## src/rtl/minimips_pkg.sv

```systemverilog
// Shared types and constants for the minimips fetch/sequencing logic.
package minimips_pkg;

    localparam int PC_W    = 8;
    localparam int INSTR_W = 9;

    localparam logic [INSTR_W-1:0] HALT_INSTR = 9'h1FF;

    typedef enum logic [1:0] {
        IDLE   = 2'd0,
        RUN    = 2'd1,
        HALTED = 2'd2
    } seq_state_t;

endpackage

```

## src/rtl/pc_sequencer_adder.sv

```systemverilog
// Plain W-bit modulo adder used to form the next PC (pc + step or branch offset).
module pc_sequencer_adder #(
    parameter int W = 8
) (
    input  logic [W-1:0] a,
    input  logic [W-1:0] b,
    output logic [W-1:0] sum
);

    assign sum = a + b;

endmodule

```

## src/rtl/pc_sequencer.sv

```systemverilog
// Fetch-side run controller: owns the PC, runs a program from start until halt
// or watchdog expiry, and reports done/timeout/cycle_count.
module pc_sequencer
    import minimips_pkg::*;
#(
    parameter int                  PC_W       = minimips_pkg::PC_W,
    parameter int                  INSTR_W    = minimips_pkg::INSTR_W,
    parameter logic [PC_W-1:0]     START_ADDR = '0,
    parameter logic [INSTR_W-1:0]  HALT_INSTR = minimips_pkg::HALT_INSTR,
    parameter int                  WDOG_W     = 16,
    parameter logic [WDOG_W-1:0]   WDOG_LIMIT = '1
) (
    input  logic               clk,
    input  logic               reset,
    input  logic               start,
    input  logic [INSTR_W-1:0] instr,
    input  logic               branch,
    input  logic [PC_W-1:0]    branch_offset,
    output logic [PC_W-1:0]    pc,
    output logic               exec_en,
    output logic               done,
    output logic               timeout,
    output logic [WDOG_W-1:0]  cycle_count,
    output seq_state_t         state
);

    localparam logic [WDOG_W-1:0] WDOG_LAST = WDOG_LIMIT - WDOG_W'(1);
    localparam logic [PC_W-1:0]   PC_ONE    = PC_W'(1);

    seq_state_t        state_q, state_d;
    logic [PC_W-1:0]   pc_d, pc_step, pc_next;
    logic [WDOG_W-1:0] count_d, count_inc;
    logic              done_d, timeout_d;
    logic              halt, wdog_hit;

    assign halt      = (instr == HALT_INSTR);
    assign wdog_hit  = (cycle_count == WDOG_LAST);
    assign pc_step   = branch ? branch_offset : PC_ONE;
    // Saturate rather than wrap so a reported count is never misleadingly small.
    assign count_inc = (cycle_count == '1) ? cycle_count : cycle_count + WDOG_W'(1);

    pc_sequencer_adder #(.W(PC_W)) u_adder (
        .a   (pc),
        .b   (pc_step),
        .sum (pc_next)
    );

    always_comb begin
        state_d   = state_q;
        pc_d      = pc;
        count_d   = cycle_count;
        done_d    = done;
        timeout_d = timeout;
        exec_en   = 1'b0;
        case (state_q)
            IDLE, HALTED: begin
                if (start) begin
                    state_d   = RUN;
                    pc_d      = START_ADDR;
                    count_d   = '0;
                    done_d    = 1'b0;
                    timeout_d = 1'b0;
                end
            end
            RUN: begin
                count_d = count_inc;
                if (halt) begin
                    // The halt word itself has no side effects; pc stays on it.
                    state_d = HALTED;
                    done_d  = 1'b1;
                end else begin
                    exec_en = 1'b1;
                    pc_d    = pc_next;
                    if (wdog_hit) begin
                        state_d   = HALTED;
                        done_d    = 1'b1;
                        timeout_d = 1'b1;
                    end
                end
            end
            default: begin
                state_d = IDLE;
            end
        endcase
    end

    always_ff @(posedge clk or posedge reset) begin
        if (reset) begin
            state_q     <= IDLE;
            pc          <= START_ADDR;
            cycle_count <= '0;
            done        <= 1'b0;
            timeout     <= 1'b0;
        end else begin
            state_q     <= state_d;
            pc          <= pc_d;
            cycle_count <= count_d;
            done        <= done_d;
            timeout     <= timeout_d;
        end
    end

    assign state = state_q;

endmodule

```

## config.mk

```make
export PLATFORM = sky130hd
export DESIGN_NAME = pc_sequencer
export DESIGN_NICKNAME = d
export VERILOG_FILES = /design/src/rtl/minimips_pkg.sv /design/src/rtl/pc_sequencer_adder.sv /design/src/rtl/pc_sequencer.sv
export SDC_FILE = /design/constraint.sdc
export NUM_CORES = 1
export LEC_CHECK = 0
export ABC_AREA = 0
export ABC_CLOCK_PERIOD_IN_PS = 3300
export BUFFER_PORTS_ARGS = -buffer_cell sky130_fd_sc_hd__buf_4
export CAP_MARGIN = 20
export CORE_MARGIN = 2
export CORE_UTILIZATION = 45
export CTS_CLUSTER_DIAMETER = 50
export CTS_CLUSTER_SIZE = 25
export DETAILED_ROUTE_END_ITERATION = 10
export PLACE_DENSITY_LB_ADDON = 0.08
export SYNTH_ARGS = -nofsm -noshare
export SYNTH_HDL_FRONTEND = slang
export SYNTH_SLANG_ARGS = --single-unit
```

## constraint.sdc

```tcl
create_clock -name clk -period 3.3 [get_ports clk]
set_clock_uncertainty 0.05 [all_clocks]
set_input_delay 0.33 -clock clk [delete_from_list [all_inputs] [get_ports clk]]
set_output_delay 0.33 -clock clk [all_outputs]
set_load 0.005 [all_outputs]
```

==> run_results.csv <==
group,metric,value,unit
drt,drc_errors,0,
floorplan,die_w,66.9,µm
power,cellPowerDensity,673,nW/µm²
power,leakagePower,1.08,nW
timing,slew_viol_final,0,
synth,synth_edf_count,0,
drt,num_vias,1566,
setup_path,worstPathArrival,2.18,ns
synth,yosysTopAreaCell,"dfrtp_1",
hold_path,hold_class,"primary input to flip-flop",
placed_design,gp_congestion,0.766,
drt,drt-total-wl,4.22,mm
timing,hold_slack,0.290,ns
hold_path,hp-start,"start",
run,maxCapViolCount,0,
floorplan,die_area,4480,µm²
synth,synth_ff_type,"dfrtp_1",
final_layout,drive_above_1_share,0.278,
timing,finalHoldViolCount,0,
setup_path,worstReg2RegStart,"state[0]",
cts,cts_buffers,3,
setup_path,worstReg2RegEnd,"pc[1]",
global_routing,overflow,0,
synth,ys_async_sr_fraction,1.00,
timing,grt_setup_unrepaired,"false",
placed_design,pre_cts_ws,1.09,ns
status,status,"finished, final reports clean",
setup_path,reg2regPathDepth,5,
synth,synth_top_cell_area_share,0.393,
floorplan,die_height,66.9,µm
drt,via_per_inst,5.49,
power,peakVddDrop,0.329,mV
drt,wl_per_cell,14.8,µm
synth,synth-simple-area-share,0.245,
synth,synth-compound-area-share,0.182,
timing,finalSetupTns,0,ns
setup_path,worstPathRequired,3.38,ns
global_routing,grt_use_total,0.194,
timing,timing.final.ws_setup,1.20,ns
synth,netlist_instances,186,
setup_path,worst_setup_path_start_kind,"flip-flop",
cts,cts_setup_buffers,0,
timing,worst_pin_slew,0.837,ns
setup_path,path_class,"flip-flop to flip-flop",
synth,avgSynthCellArea,9.59,µm²
global_routing,antenna_found_initial,0,
cts,h-tree-depth,1,
timing,clock.fmax,476,MHz
synth,synth_top_family_by_area,"simple AND/OR/NAND/NOR gates",
floorplan,core,3740,µm²
timing,post-route-min-period,2.10,ns
final_layout,fillers,345,
cts,clock_path_buffers,2,
synth,synth_fa_ha_area_frac,0.0744,
global_routing,grt_max_degree,29,
cts,ctsHoldBuffers,0,
synth,synthMuxAreaShare,0.0225,
drt,drt_iter0_markers,69,
hold_path,holdPathStages,3,
placed_design,placed_area,2190,µm²
synth,synth-seq-cells,28,
synth,ys_top_cells_by_area,"dfrtp_1 39%, ha_1 6.3%, xnor2_1 4.9%, nand2_1 4.0%, nand3_1 2.8%",
cts,clockRootBuffer,"clkbuf_8",
timing,post-route-period-util,0.637,
timing,setup_viol,0,
hold_path,hold_end,"state[1]",
global_routing,grt_pass1_vias,1476,
floorplan,ios,50,
placed_design,portBuffers,49,
cts,clock_latency,0.27,ns
placed_design,dpl.hpwl,3.17,mm
final_layout,nets,269,
setup_path,r2r_setup_slack,1.20,ns
synth,yosysMostFrequentCell,"dfrtp_1",
final_layout,area_growth,28.2,%
cts,clk_pin_slew_worst_paths,0.10,ns
synth,synthXorXnorAreaFrac,0.0589,
setup_path,crit_fanout,12,
synth,ys_seq_area_frac,0.393,
cts,cts_resized,0,
synth,ys_warn_count,0,
drt,first_pass_iters,4,
drt,ant_nets,0,
power,power,0.00154,W
final_layout,n_antenna_cell,0,
synth,synth_area,1780,µm²
timing,slew_headroom,0.440,
synth,ys_types,44,
setup_path,end_kind,"flip-flop",
synth,syn-num-nets,217,
floorplan,floorplan.initialDensity,0.476,
final_layout,final_cell_area,2290,µm²
global_routing,grt_pass1_wl,6.71,mm
cts,numClockSinks,28,
cts,cts_tree,"done",
synth,synth_common_cells,"28 x dfrtp_1, 19 x nand2_1, 12 x nor2_1, 10 x nand3_1, 10 x xnor2_1",
floorplan,fp-row-count,22,
==> worst max path at each step <==
stage                startpoint     to  slack (ns)
3_3_place_gp   branch_offset[0]  pc[6]        1.13
5_1_grt                state[0]  pc[1]        0.94
2_1_floorplan  branch_offset[0]  pc[6]        1.34
4_1_cts                state[0]  pc[1]        1.15
6_report               state[0]  pc[1]        1.20
3_5_place_dp   branch_offset[0]  pc[6]        1.09
==> registers in the layout, indices dropped and copies added (netlist names) <==
| name | cells |
|---|---|
| cycle_count | 16 |
| done | 1 |
| pc | 8 |
| state | 2 |
| timeout | 1 |
==> report_power, final <==
part | total (W) | leakage (nW) | switching [W] | internal [W]
logic | 0.000738 | 0.692 | 0.000361 | 0.000378
registers | 0.000587 | 0.358 | 0.000135 | 0.000452
clock network | 0.000214 | 0.0288 | 0.000107 | 0.000107
==> placed cells by master (no fill, tap or decap), types with 2 or more instances in the layout <==
master / instances
a21o_1: 4
a211oi_1: 5
and3_1: 3
clkbuf_8: 4
a21oi_1: 6
dfrtp_1: 28
buf_4: 50
and2_1: 7
o22ai_1: 2
nor3_1: 4
o21ai_0: 9
a21o_2: 2
nand2b_1: 7
inv_1: 5
a31oi_1: 4
nand3_1: 10
ha_1: 9
nand3_4: 2
or3_1: 2
xor2_1: 2
mux2i_1: 4
o31ai_1: 3
and4_1: 2
xnor2_1: 10
nand2_1: 19
nand4_1: 4
nor2_1: 12
==> per-layer routing <==
layer / GRT usage / routed length (µm) / up-vias / part of all wire
li1: - / - / 775 / -
met1: 0.250 / 1920 / 750 / 0.46
met2: 0.334 / 2070 / 37 / 0.49
met3: 0.0236 / 176 / 4 / 0.042
met4: 0.0663 / 40 / 0 / 0.0095
met5: 0 / 0 / - / 0
==> layout make-up <==
cell class / count / area [µm²] / area share
Tap cell: 48 / 60.1 / 0.0263
Sequential cell: 28 / 701 / 0.307
Multi-Input combinational cell: 148 / 1040 / 0.454
Clock buffer: 4 / 55.1 / 0.0241
Timing Repair Buffer: 52 / 413 / 0.181
Inverter: 5 / 18.8 / 0.00821
==> critical path, cell delays in order (launching register included) <==
cell,delay [ns]
dfrtp_1,0.46
and2b_1,0.34
nand2b_1,0.26
inv_1,0.13
nor2_1,0.51
o21ai_0,0.20
==> stage by stage <==
stage	util	cells
final	0.611	285
after global routing	0.611	285
after CTS	0.601	283
after detailed placement	0.586	279
after global placement	0.586	279
after floorplan	-	186
==> cells by family after synthesis <==
logic type	count (synthesis)
AND/OR/NAND/NOR	78
multiplexers	4
adder cells (fa/ha/maj)	10
AO/OA/AOI/OAI	44
XOR/XNOR	12
flip-flops	28
buffers and inverters	10
Note: power is estimated with default switching activity, not from simulation.
